[src/rtl/ex_issue_buffer.sv]
// ex_issue_buffer: decode-to-execute issue stage feeding the ALU.
// Two-entry FIFO skid buffer with valid/ready handshakes on both sides,
// registered ALU-side outputs, operand forwarding snoop from EX/MEM and
// MEM/WB, and saturating issue/stall counters.
// Build option: define EX_FWD_EN to enable the forwarding snoop; when it is
// undefined the fwd* ports are present but ignored.
module ex_issue_buffer #(
  parameter int DATA_W = 32,
  parameter int REG_AW = 5,
  parameter int CNT_W  = 16
) (
  input  logic              clk,
  input  logic              rst,
  input  logic              flush,
  input  logic              in_valid,
  output logic              in_ready,
  input  logic [3:0]        in_aluctr,
  input  logic [DATA_W-1:0] in_opa,
  input  logic [DATA_W-1:0] in_opb,
  input  logic [REG_AW-1:0] in_rs,
  input  logic [REG_AW-1:0] in_rt,
  input  logic              in_b_imm,
  input  logic [REG_AW-1:0] in_rd,
  input  logic              fwd1_valid,
  input  logic [REG_AW-1:0] fwd1_rd,
  input  logic [DATA_W-1:0] fwd1_data,
  input  logic              fwd2_valid,
  input  logic [REG_AW-1:0] fwd2_rd,
  input  logic [DATA_W-1:0] fwd2_data,
  output logic              out_valid,
  input  logic              out_ready,
  output logic [DATA_W-1:0] a,
  output logic [DATA_W-1:0] b,
  output logic [3:0]        ALUctr,
  output logic [REG_AW-1:0] out_rd,
  output logic [CNT_W-1:0]  issue_cnt,
  output logic [CNT_W-1:0]  stall_cnt
);

  typedef struct packed {
    logic [3:0]        aluctr;
    logic [DATA_W-1:0] opa;
    logic [DATA_W-1:0] opb;
    logic [REG_AW-1:0] rs;
    logic [REG_AW-1:0] rt;
    logic              b_imm;
    logic [REG_AW-1:0] rd;
  } ent_t;

  typedef enum logic [1:0] {
    S_EMPTY = 2'd0,
    S_ONE   = 2'd1,
    S_FULL  = 2'd2
  } state_t;

  state_t           r_state;
  state_t           w_state_nxt;
  ent_t             r_e0;       // head entry, drives the ALU outputs
  ent_t             r_e1;       // second entry, valid only when FULL
  ent_t             w_in;
  ent_t             w_f0;
  ent_t             w_f1;
  ent_t             w_fin;
  logic             w_push;
  logic             w_pop;
  logic             w_out_valid;
  logic             w_in_ready;
  logic [CNT_W-1:0] r_issue_cnt;
  logic [CNT_W-1:0] r_stall_cnt;

  assign w_in = '{aluctr: in_aluctr, opa: in_opa, opb: in_opb, rs: in_rs,
                  rt: in_rt, b_imm: in_b_imm, rd: in_rd};

  assign w_out_valid = (r_state != S_EMPTY);
  assign w_in_ready  = (r_state != S_FULL);
  assign w_push      = in_valid & w_in_ready & ~flush;
  assign w_pop       = w_out_valid & out_ready & ~flush;

`ifdef EX_FWD_EN
  // EX/MEM takes priority over MEM/WB; r0 and immediates are never replaced.
  function automatic ent_t snoop(input ent_t              e,
                                 input logic              v1,
                                 input logic [REG_AW-1:0] rd1,
                                 input logic [DATA_W-1:0] d1,
                                 input logic              v2,
                                 input logic [REG_AW-1:0] rd2,
                                 input logic [DATA_W-1:0] d2);
    ent_t r;
    r = e;
    if (e.rs != '0) begin
      if (v1 && (rd1 == e.rs))      r.opa = d1;
      else if (v2 && (rd2 == e.rs)) r.opa = d2;
    end
    if (!e.b_imm && (e.rt != '0)) begin
      if (v1 && (rd1 == e.rt))      r.opb = d1;
      else if (v2 && (rd2 == e.rt)) r.opb = d2;
    end
    return r;
  endfunction

  // Snoop forwarding buses on both stored entries and the incoming op.
  always_comb begin
    w_f0  = snoop(r_e0, fwd1_valid, fwd1_rd, fwd1_data, fwd2_valid, fwd2_rd, fwd2_data);
    w_f1  = snoop(r_e1, fwd1_valid, fwd1_rd, fwd1_data, fwd2_valid, fwd2_rd, fwd2_data);
    w_fin = snoop(w_in, fwd1_valid, fwd1_rd, fwd1_data, fwd2_valid, fwd2_rd, fwd2_data);
  end
`else
  logic w_unused_fwd;

  // Forwarding disabled: operands pass through exactly as received.
  always_comb begin
    w_f0  = r_e0;
    w_f1  = r_e1;
    w_fin = w_in;
  end

  assign w_unused_fwd = ^{fwd1_valid, fwd1_rd, fwd1_data, fwd2_valid, fwd2_rd,
                          fwd2_data, r_e0.rs, r_e0.rt, r_e0.b_imm,
                          r_e1.rs, r_e1.rt, r_e1.b_imm};
`endif

  // Occupancy state register.
  always_ff @(posedge clk) begin
    if (rst) r_state <= S_EMPTY;
    else     r_state <= w_state_nxt;
  end

  // Occupancy next-state: flush empties the buffer and overrides push/pop.
  always_comb begin
    w_state_nxt = r_state;
    if (flush) begin
      w_state_nxt = S_EMPTY;
    end else begin
      unique case (r_state)
        S_EMPTY: if (w_push) w_state_nxt = S_ONE;
        S_ONE: begin
          if (w_push && !w_pop)      w_state_nxt = S_FULL;
          else if (w_pop && !w_push) w_state_nxt = S_EMPTY;
        end
        S_FULL:  if (w_pop) w_state_nxt = S_ONE;
        default: w_state_nxt = S_EMPTY;
      endcase
    end
  end

  // Entry storage. The head is only rewritten while it stays valid or when a
  // new head arrives, so a/b/ALUctr/out_rd hold their last value while empty.
  always_ff @(posedge clk) begin
    if (rst) begin
      r_e0 <= '0;
      r_e1 <= '0;
    end else if (!flush) begin
      unique case (r_state)
        S_EMPTY: if (w_push) r_e0 <= w_fin;
        S_ONE: begin
          if (w_pop) begin
            if (w_push) r_e0 <= w_fin;
          end else begin
            r_e0 <= w_f0;
            if (w_push) r_e1 <= w_fin;
          end
        end
        S_FULL: begin
          if (w_pop) begin
            r_e0 <= w_f1;
          end else begin
            r_e0 <= w_f0;
            r_e1 <= w_f1;
          end
        end
        default: ;
      endcase
    end
  end

  // Saturating issue and stall counters; flush cycles count neither.
  always_ff @(posedge clk) begin
    if (rst) begin
      r_issue_cnt <= '0;
      r_stall_cnt <= '0;
    end else if (!flush) begin
      if (w_pop && (r_issue_cnt != '1))
        r_issue_cnt <= r_issue_cnt + CNT_W'(1);
      if (w_out_valid && !out_ready && (r_stall_cnt != '1))
        r_stall_cnt <= r_stall_cnt + CNT_W'(1);
    end
  end

  assign in_ready  = w_in_ready;
  assign out_valid = w_out_valid;
  assign a         = r_e0.opa;
  assign b         = r_e0.opb;
  assign ALUctr    = r_e0.aluctr;
  assign out_rd    = r_e0.rd;
  assign issue_cnt = r_issue_cnt;
  assign stall_cnt = r_stall_cnt;

endmodule

[config.mk]
export PLATFORM = sky130hd
export DESIGN_NAME = ex_issue_buffer
export DESIGN_NICKNAME = d
export VERILOG_FILES = /design/src/rtl/ex_issue_buffer.sv
export SDC_FILE = /design/constraint.sdc
export NUM_CORES = 1
export LEC_CHECK = 0
export CORE_ASPECT_RATIO = 0.8
export CORE_UTILIZATION = 45
export DETAILED_ROUTE_END_ITERATION = 10
export GPL_TIMING_DRIVEN = 0
export PLACE_DENSITY = 0.8
export SYNTH_ARGS = -nofsm -noshare
export SYNTH_HDL_FRONTEND = slang
export SYNTH_SLANG_ARGS = --single-unit
[constraint.sdc]
create_clock -name clk -period 3.79 [get_ports clk]
set_clock_uncertainty 0.05 [all_clocks]
set_input_delay 0.758 -clock clk [delete_from_list [all_inputs] [get_ports clk]]
set_output_delay 0.758 -clock clk [all_outputs]
set_load 0.05 [all_outputs]
# Yosys cells after proc, flatten, opt, wreduce, memory -nomap -nowiden

Cells that the tools add are included.

Register bits: 202
Input bits: 165
Output and inout port bits: 107
Logic and storage cells: 60

Add/sub/neg operators: 2
Equal/unequal tests: 9
Mux-type cells: 9
Bitwise gates (word level): 6
Reduce and logical (&&, ||, !) cells: 17

Operators by type and width:

| cell                                                | number |
|---|---|
| two-way mux 84 bit                                  | 3 |
| case mux 84 bit (3 select lines)                    | 1 |
| adder 16 x 1 -> 16 bit, second input constant       | 2 |
| inequality test 16 bit, second input constant       | 2 |
| two-way mux 2 bit                                   | 4 |
| inequality test 2 bit, second input constant        | 4 |
| AND reduction 4 bit                                 | 2 |
| case mux 2 bit (3 select lines)                     | 1 |
| logical AND 1 bit                                   | 5 |
| AND 1 bit                                           | 4 |
| AND reduction 2 bit                                 | 2 |
| logical NOT 1 bit                                   | 3 |
| inequality test 3 bit, second input constant        | 1 |
| AND reduction 3 bit                                 | 1 |
| nonzero test 3 bit                                  | 1 |
| equality test 2 x 1 -> 1 bit, second input constant | 1 |
| equality test 2 bit, second input constant          | 1 |
| logical NOT 2 bit                                   | 1 |
| inverter 1 bit                                      | 2 |
| nonzero test 2 bit                                  | 1 |
| OR reduction 2 bit                                  | 1 |

# Depth between registers and ports, before layout

Word-level depth: 8
Gate-level depth with buffers: 12
Depth with buffers taken out: 8

# Least setup slack after synthesis

OpenSTA, ideal clock, no wires.

Path kind: input to register
Start point: in flush
End point: reg r_e1[0] in the netlist's numbering
Setup time: 0.132 ns
Data arrival time: 2.786 ns
Data required time: 3.608 ns
Setup slack: 0.821 ns
Stages: 12
Path buffers: 5
Path through: clkbuf_1 -> inv_1 -> clkbuf_1 -> clkbuf_1 -> and3_1 -> ha_1 -> nand2_1 -> or3_1 -> clkbuf_1 -> clkbuf_1 -> nand2_1 -> a21oi_1

Cells in the longest elaborated chain, start to end: 4
Elaborated cells on any way between the ends: 5
Classes of those cells: 4 x bitwise; 1 x reduce/logical

RTL lines:

| what                            | RTL line | source |
|---|---|---|
| start: declaration              | 14       | `input logic flush,` |
| inverter 1 bit (no line) *      | -        |  |
| AND 1 bit                       | 77       | `assign w_pop = w_out_valid & out_ready & ~flush;` |
| inverter 1 bit (no line)        | -        |  |
| AND reduction 4 bit (no line) * | -        |  |
| end signal: assignment          | 160      | `if (w_push) r_e1 <= w_fin;` |
| end signal: assignment          | 168      | `r_e1 <= w_f1;` |
| end: declaration                | 59       | `ent_t r_e1;` |

Mark *: on every way between the ends. The rest lies on a longest branch, timed or not.
A chain may end at the register's enable or synchronous reset.

# Final worst setup path

Start point: in flush
End point: reg r_e1[57] in the netlist's numbering

The elaborated chain is that of the path after synthesis.

==> results.py <==
metrics = {
    "status": {
        "status": "finished clean",
    },
    "die": {
        "initial_core_util_pct": 46.5,
        "ios": 272,
        "design.die.area_sq_mm": 0.0178,
        "fp-row-count": 42,
        "fp.dieH_um": 120,
        "coreArea_sq_mm": 0.0167,
        "die_x_um": 149,
    },
    "yosys": {
        "synth-compound-area-share_pct": 21.7,
        "synth_cell_types": 46,
        "yosysTopAreaCell": "dfxtp_1",
        "async_flop_share_pct": 0,
        "synth_area_per_cell_sq_um": 8.84,
        "synth-adder-area-share_pct": 0.483,
        "postSynthCellCount": 879,
        "syn_nets": 1047,
        "ys_ff_latch": 180,
        "yosys.area_share.simple_pct": 15.8,
        "ys_top_cells_by_area": "dfxtp_1 (46%), a21oi_1 (11%), mux2i_1 (9.5%)",
        "synth_top_family_by_area": "compound AO/OA/AOI/OAI gates",
        "synth_warnings": 0,
        "ys_seq_area_share_pct": 46.4,
        "synth.cell_area_sq_mm": 0.00777,
        "yosysTopAreaCellShare_pct": 46.4,
        "synth-xor-area-share_pct": 0,
        "synth_edf_count": 0,
        "synth_ff_type": "dfxtp_1",
        "synth_mux_area_share_pct": 10.8,
    },
    "power_and_ir_drop": {
        "vdd_drop_max_mv": 0.313,
        "p_per_area_mw_per_mm2": 418,
        "power_mw": 4.38,
        "leakage_nw": 3.92,
    },
    "critical_path": {
        "crit_chain": "clkbuf_1 > inv_1 > clkbuf_1 > clkbuf_1 > and3_1 > ha_1 > nand2_1 > or3_1 > clkbuf_1 > clkbuf_1 > nand2_1 > a21oi_1",
        "reg2reg_depth": 12,
        "slowest_delay_ns": 0.48,
        "reg2reg_slack_ns": 0.38,
        "timing.rr.end": "r_e1[57]$_SDFFE_PP0P_",
        "crit_family": "buffers and inverters",
        "cp-end-kind": "register",
        "worst-path-buf-inv": 6,
        "critPathKind": "in -> reg",
        "r2r_start": "r_state[1]$_SDFFE_PP0P_",
        "required_ns": 4.09,
        "crit_top_cell": "clkbuf_1",
        "crit_slowest_cell": "clkbuf_1",
        "crit_path_max_fanout": 10,
        "cp.arrival_ns": 3.84,
        "critPathLaunchType": "input port",
    },
    "placement": {
        "port_buffers": 182,
        "place.gp.congestion": 0.890,
        "pre_cts_ws_ns": -0.231,
        "numPlacedInstances": 1281,
        "dpl.hpwl_um": 15900,
        "place_area_sq_mm": 0.00987,
    },
    "clocking": {
        "cts_tree": "built",
        "cts_hold_buf": 0,
        "root_buffer": "clkbuf_16",
        "htreeDepth": 4,
        "clk_pin_slew_ns": 0.07,
        "numClockSinks": 180,
        "clockBufferDepth": 2,
        "cts-buffers-inserted": 17,
        "cts_resized": 0,
        "postCtsSetupRepairBufs": 0,
        "clock_latency_ns": 0.43,
    },
    "grt": {
        "track_usage_pct": 26.1,
        "grt_start_max_net_pins": 17,
        "grt_antenna_before_repair": 0,
        "grt_pass1_wl_um": 36600,
        "grt_pass1_vias": 6973,
        "grt_overflow_total": 0,
    },
    "cells_and_area": {
        "layout-drive-gt1-share_pct": 6.22,
        "num-nets-final": 1248,
        "fin_util_pct": 62.6,
        "fin_cells": 1313,
        "n_antenna_cell": 0,
        "area_growth_syn_to_layout_pct": 34.5,
        "finalInstanceArea_sq_mm": 0.0105,
        "layout_commonest_cell": "clkdlybuf4s50_1",
        "most-common-layout-cells": "clkdlybuf4s50_1 (182), dfxtp_1 (180), a21oi_1 (167), nand2_1 (157), mux2i_1 (74)",
    },
    "timing": {
        "worst_pin_slew_ns": 0.689,
        "finalCritPeriodShare_pct": 93.3,
        "fmax_mhz": 283,
        "hold_viol": 0,
        "rsz0062_at_grt": "no",
        "slew_headroom_pct": 54.0,
        "finalMaxSlewViolations": 0,
        "fin_ws_ns": 0.254,
        "holdWs_ns": 0.403,
        "layout_min_cycle_time_ns": 3.54,
        "setup_viol": 0,
        "finalSetupTns_ns": 0,
    },
    "routing": {
        "wl_um": 22800,
        "viasPerCell": 5.63,
        "ant_nets": 0,
        "drc": 0,
        "wl_per_cell_um": 17.4,
        "num_vias": 7395,
        "drt_first_iter_violations": 438,
        "firstDrtPassIters": 4,
    },
    "flow_run": {
        "drv_cap": 0,
    },
    "hold_path": {
        "holdPathStages": 2,
        "hp-start": "r_e1[27]$_SDFFE_PP0P_",
        "holdPathEnd": "r_e1[27]$_SDFFE_PP0P_",
        "hp-class": "reg -> reg",
    },
}
-- routing by layer --
| layer | vias to the layer above | global-route usage, % | routed length (um) |
|---|---|---|---|
| li1 | 3624 | - | - |
| met4 | 0 | 6.51 | 298 |
| met5 | - | 0 | 0 |
| met1 | 3485 | 35.2 | 10300 |
| met2 | 262 | 40.6 | 10400 |
| met3 | 24 | 7.57 | 1820 |
-- cell families (layout without fill, tap and decap cells) --
kind of cell	after synthesis	after routing
compound gates	269	269
simple gates	254	254
flops	180	180
buf+inv	90	304
mux	83	83
fa+ha+maj	3	3
-- area by class of cell --
class                           instances  area, sq um
Fill cell                            1439         6250
Inverter                                7         26.3
Sequential cell                       180         3600
Multi-Input combinational cell        609         3800
Buffer                                 83          350
Clock buffer                           24          482
Tap cell                              220          275
Clock inverter                          8          100
Timing Repair Buffer                  182         1820
-- cells in the mapped netlist (4+ instances only) --
| cell type | count |
|---|---|
| nor4_1 | 6 |
| nor2b_1 | 10 |
| nand4_1 | 7 |
| a311oi_1 | 73 |
| nand2_1 | 157 |
| buf_1 | 4 |
| nor2_1 | 13 |
| mux2i_1 | 74 |
| mux2_2 | 9 |
| buf_2 | 19 |
| or3_1 | 8 |
| and3_1 | 4 |
| or4_1 | 13 |
| o21ai_0 | 6 |
| dfxtp_1 | 180 |
| nor3_1 | 5 |
| clkbuf_1 | 57 |
| o31ai_1 | 14 |
| inv_1 | 6 |
| a21oi_1 | 167 |
| nand3_1 | 12 |
-- flip-flops by register name (all words and copies together), names as in the netlist --
register / flops
a: 32
stall_cnt: 16
b: 32
out_rd: 5
r_e1: 73
r_state: 2
issue_cnt: 16
ALUctr: 4
-- tightest hold or removal path, cell delays in order (launching register included) --
cell     delay [ns]
dfxtp_1        0.31
nand2_1        0.05
a21oi_1        0.05
-- worst max path at each step --
stage               startpoint                    end  slack [ns]  depth (start not counted)
detailed placement       flush  r_e1[46]$_SDFFE_PP0P_       -0.23                         11
global placement         flush   r_e1[0]$_SDFFE_PP0P_       -0.17                         11
global route             flush  r_e1[72]$_SDFFE_PP0P_        0.02                         12
floorplan                flush   r_e1[0]$_SDFFE_PP0P_        0.82                         12
CTS                      flush  r_e1[22]$_SDFFE_PP0P_        0.16                         11
finish                   flush  r_e1[57]$_SDFFE_PP0P_        0.25                         12
-- report_power, final --
group,internal [mW],switching [mW],leakage (nW)
clock,1.02,0.732,0.284
sequential,1.95,0.0364,1.46
combinational,0.235,0.399,2.17
total,3.21,1.17,3.92
Power figures use the tool's default switching activity.
==> RTL change: new RTL, same flow settings <==
The 3 states of `state_t` get a one-hot encoding in 3 bits.
--- a/src/rtl/ex_issue_buffer.sv
+++ b/src/rtl/ex_issue_buffer.sv
@@ -49,6 +49,6 @@
 
-  typedef enum logic [1:0] {
-    S_EMPTY = 2'd0,
-    S_ONE   = 2'd1,
-    S_FULL  = 2'd2
+  typedef enum logic [2:0] {
+    S_EMPTY = 3'b001,
+    S_ONE   = 3'b010,
+    S_FULL  = 3'b100
   } state_t;
Check against the original RTL: same outputs for any inputs over 4 cycles, from zero or initial values and one cycle with rst high; so few cycles prove little.
==> RTL change against the unedited design <==
  * Final area up 5.5%
  * Highest routed layer unchanged
  * Routed wire length down 0.47%
  * Combinational power down 16%
  * Sequential cell count up 1
  * Total power down 2.5%
  * Largest cell class unchanged
  * Area after synthesis up 7.4%
  * Setup slack better by 0.093 ns
  * Core utilization down 1.9 points
==> RTL change: results (changes against the unedited design) <==
| Metric | Value |
|---|---|
| Status | completed (unchanged) |
| WL per Instance | 16.32 microns (was 17.37 microns) |
| Layout cell share with drive strength beyond 1 | 6.977% (was 6.221%) |
| R2R Path End | r_e1[54] (was r_e1[57]) |
| Origin of the critical flop-to-flop path | r_state[2] (was r_state[1]) |
| Pre-CTS WS | 0.3030 ns (was -0.2305 ns) |
| TritonRoute pass-1 iters | 5 (was 4) |
| Leak | 3.965 nW (was 3.920 nW) |
| Fillers | 1551 (was 1439) |
| Starting DRT DRC Count | 447 (was 438) |
| Hold WC Path Type | reg2reg (unchanged) |
| First-pass GRT wire length | 35760 microns (was 36570 microns) |
| ANT cells | 0 (unchanged) |
| Net Count, Synth | 1115 (was 1047) |
| Fin nets | 1316 (was 1248) |
| GP Congestion | 0.8228 (was 0.8899) |
| Arr. time, crit path | 2.63 ns (was 3.84 ns) |
| Vias | 7369 (was 7395) |
| Hold Crit Endpoint | r_e1[82] (was r_e1[27]) |
| Seq/Total Area, Yosys | 43.41% (was 46.35%) |
| Most frequent cells after synthesis | 181 x dfxtp_1, 161 x nand2_1, 91 x nor2_1 (was 180 x dfxtp_1, 167 x a21oi_1, 157 x nand2_1) |
| Reg2Reg Depth | 11 (was 12) |
| Peak VDD IR | 285.5 uV (was 313.3 uV) |
| R2R Setup Slk | 0.47 ns (was 0.38 ns) |
| Vias in the first global route | 6873 (was 6973) |
| DP HPWL | 15690 microns (was 15920 microns) |
| All-Layer GR Usage | 23.93% (was 26.06%) |
| Largest cells by area after synthesis | dfxtp_1 43%, mux2_1 9.8%, mux2i_1 9.0% (was dfxtp_1 46%, a21oi_1 11%, mux2i_1 9.5%) |
| Worst Min Path Start | r_e1[82] (was r_e1[27]) |
| Sw power | 1.110 mW (was 1.167 mW) |
==> RTL change: worst max-delay path by stage <==
| stage | start | to | slack (ns) | depth (start not counted) |
|---|---|---|---|---|
| final | r_state[2] | in_ready | 0.35 | 6 |
| after global routing | r_state[2] | in_ready | 0.17 | 6 |
| after CTS | r_state[2] | r_e1[54] | 0.24 | 11 |
| after detailed placement | r_state[2] | r_e1[23] | 0.30 | 11 |
| after global placement | r_state[2] | r_e1[75] | 0.31 | 11 |
| after floorplan | r_state[2] | r_e1[21] | 1.07 | 11 |
==> RTL change: final cells by class <==
cell class,instances,share of cell area [%]
buffer,64,2.495
inverter,11,0.3742
multi-input combinational,691,39.99
clock buffer,21,4.083
tap,230,2.608
timing repair buffer,182,16.50
sequential,181,32.84
clock inverter,11,1.111
==> RTL change: worst max-delay path: stages, from the launching register on <==
cell,delay (ns)
dfxtp_1,0.31
buf_2,0.19
nor3b_2,0.40
buf_2,0.36
buf_2,0.38
inv_1,0.12
dlygate4sd2_1,0.46
==> RTL change: cell families (layout without fill, tap and decap cells) <==
logic type / after synthesis / count (layout) / synth area share (%)
AOI/OAI and AO/OA: 119 / 119 / 8.110
adders and majority gates: 3 / 3 / 0.4498
buffers and inverters: 75 / 289 / 3.792
DFF: 181 / 181 / 43.41
muxes: 160 / 160 / 20.46
and+or+nand+nor: 409 / 409 / 23.77
==> RTL change: what timing repair did <==
item,4_1_cts,5_1_grt
pin swaps,0,0
gates cloned,0,0
gates resized for setup,1,2
endpoints found under the setup margin,1,1
==> RTL change: per-stage QoR <==
stage               area [sq um]  total power [mW]  cells  hold WS, ns  util, %
floorplan                   8347             2.312    947       0.3860        -
global route               11030             4.404   1391       0.4187    60.73
CTS                        11030             4.283   1391       0.4056    60.70
finish                     11030             4.265   1391       0.4047    60.73
detailed placement         10460             2.541   1359       0.3961    57.56
global placement           10460             2.536   1359       0.3911    57.56
==> RTL change: metal layers <==
layer / wire length [microns] / vias up / global-route usage, %
met5: 0 / - / 0
met4: 212 / 0 / 6.993
met3: 1595 / 24 / 5.880
met2: 10240 / 231 / 39.06
met1: 10660 / 3494 / 31.54
li1: - / 3620 / -
==> RTL change: power groups by stage <==
stage	registers (mW)	clock network, mW	logic (mW)
floorplan	2.15	0	0.163
global placement	2.01	0	0.529
detailed placement	2.01	0	0.534
CTS	1.96	1.78	0.537
global route	1.97	1.87	0.567
finish	1.97	1.77	0.535
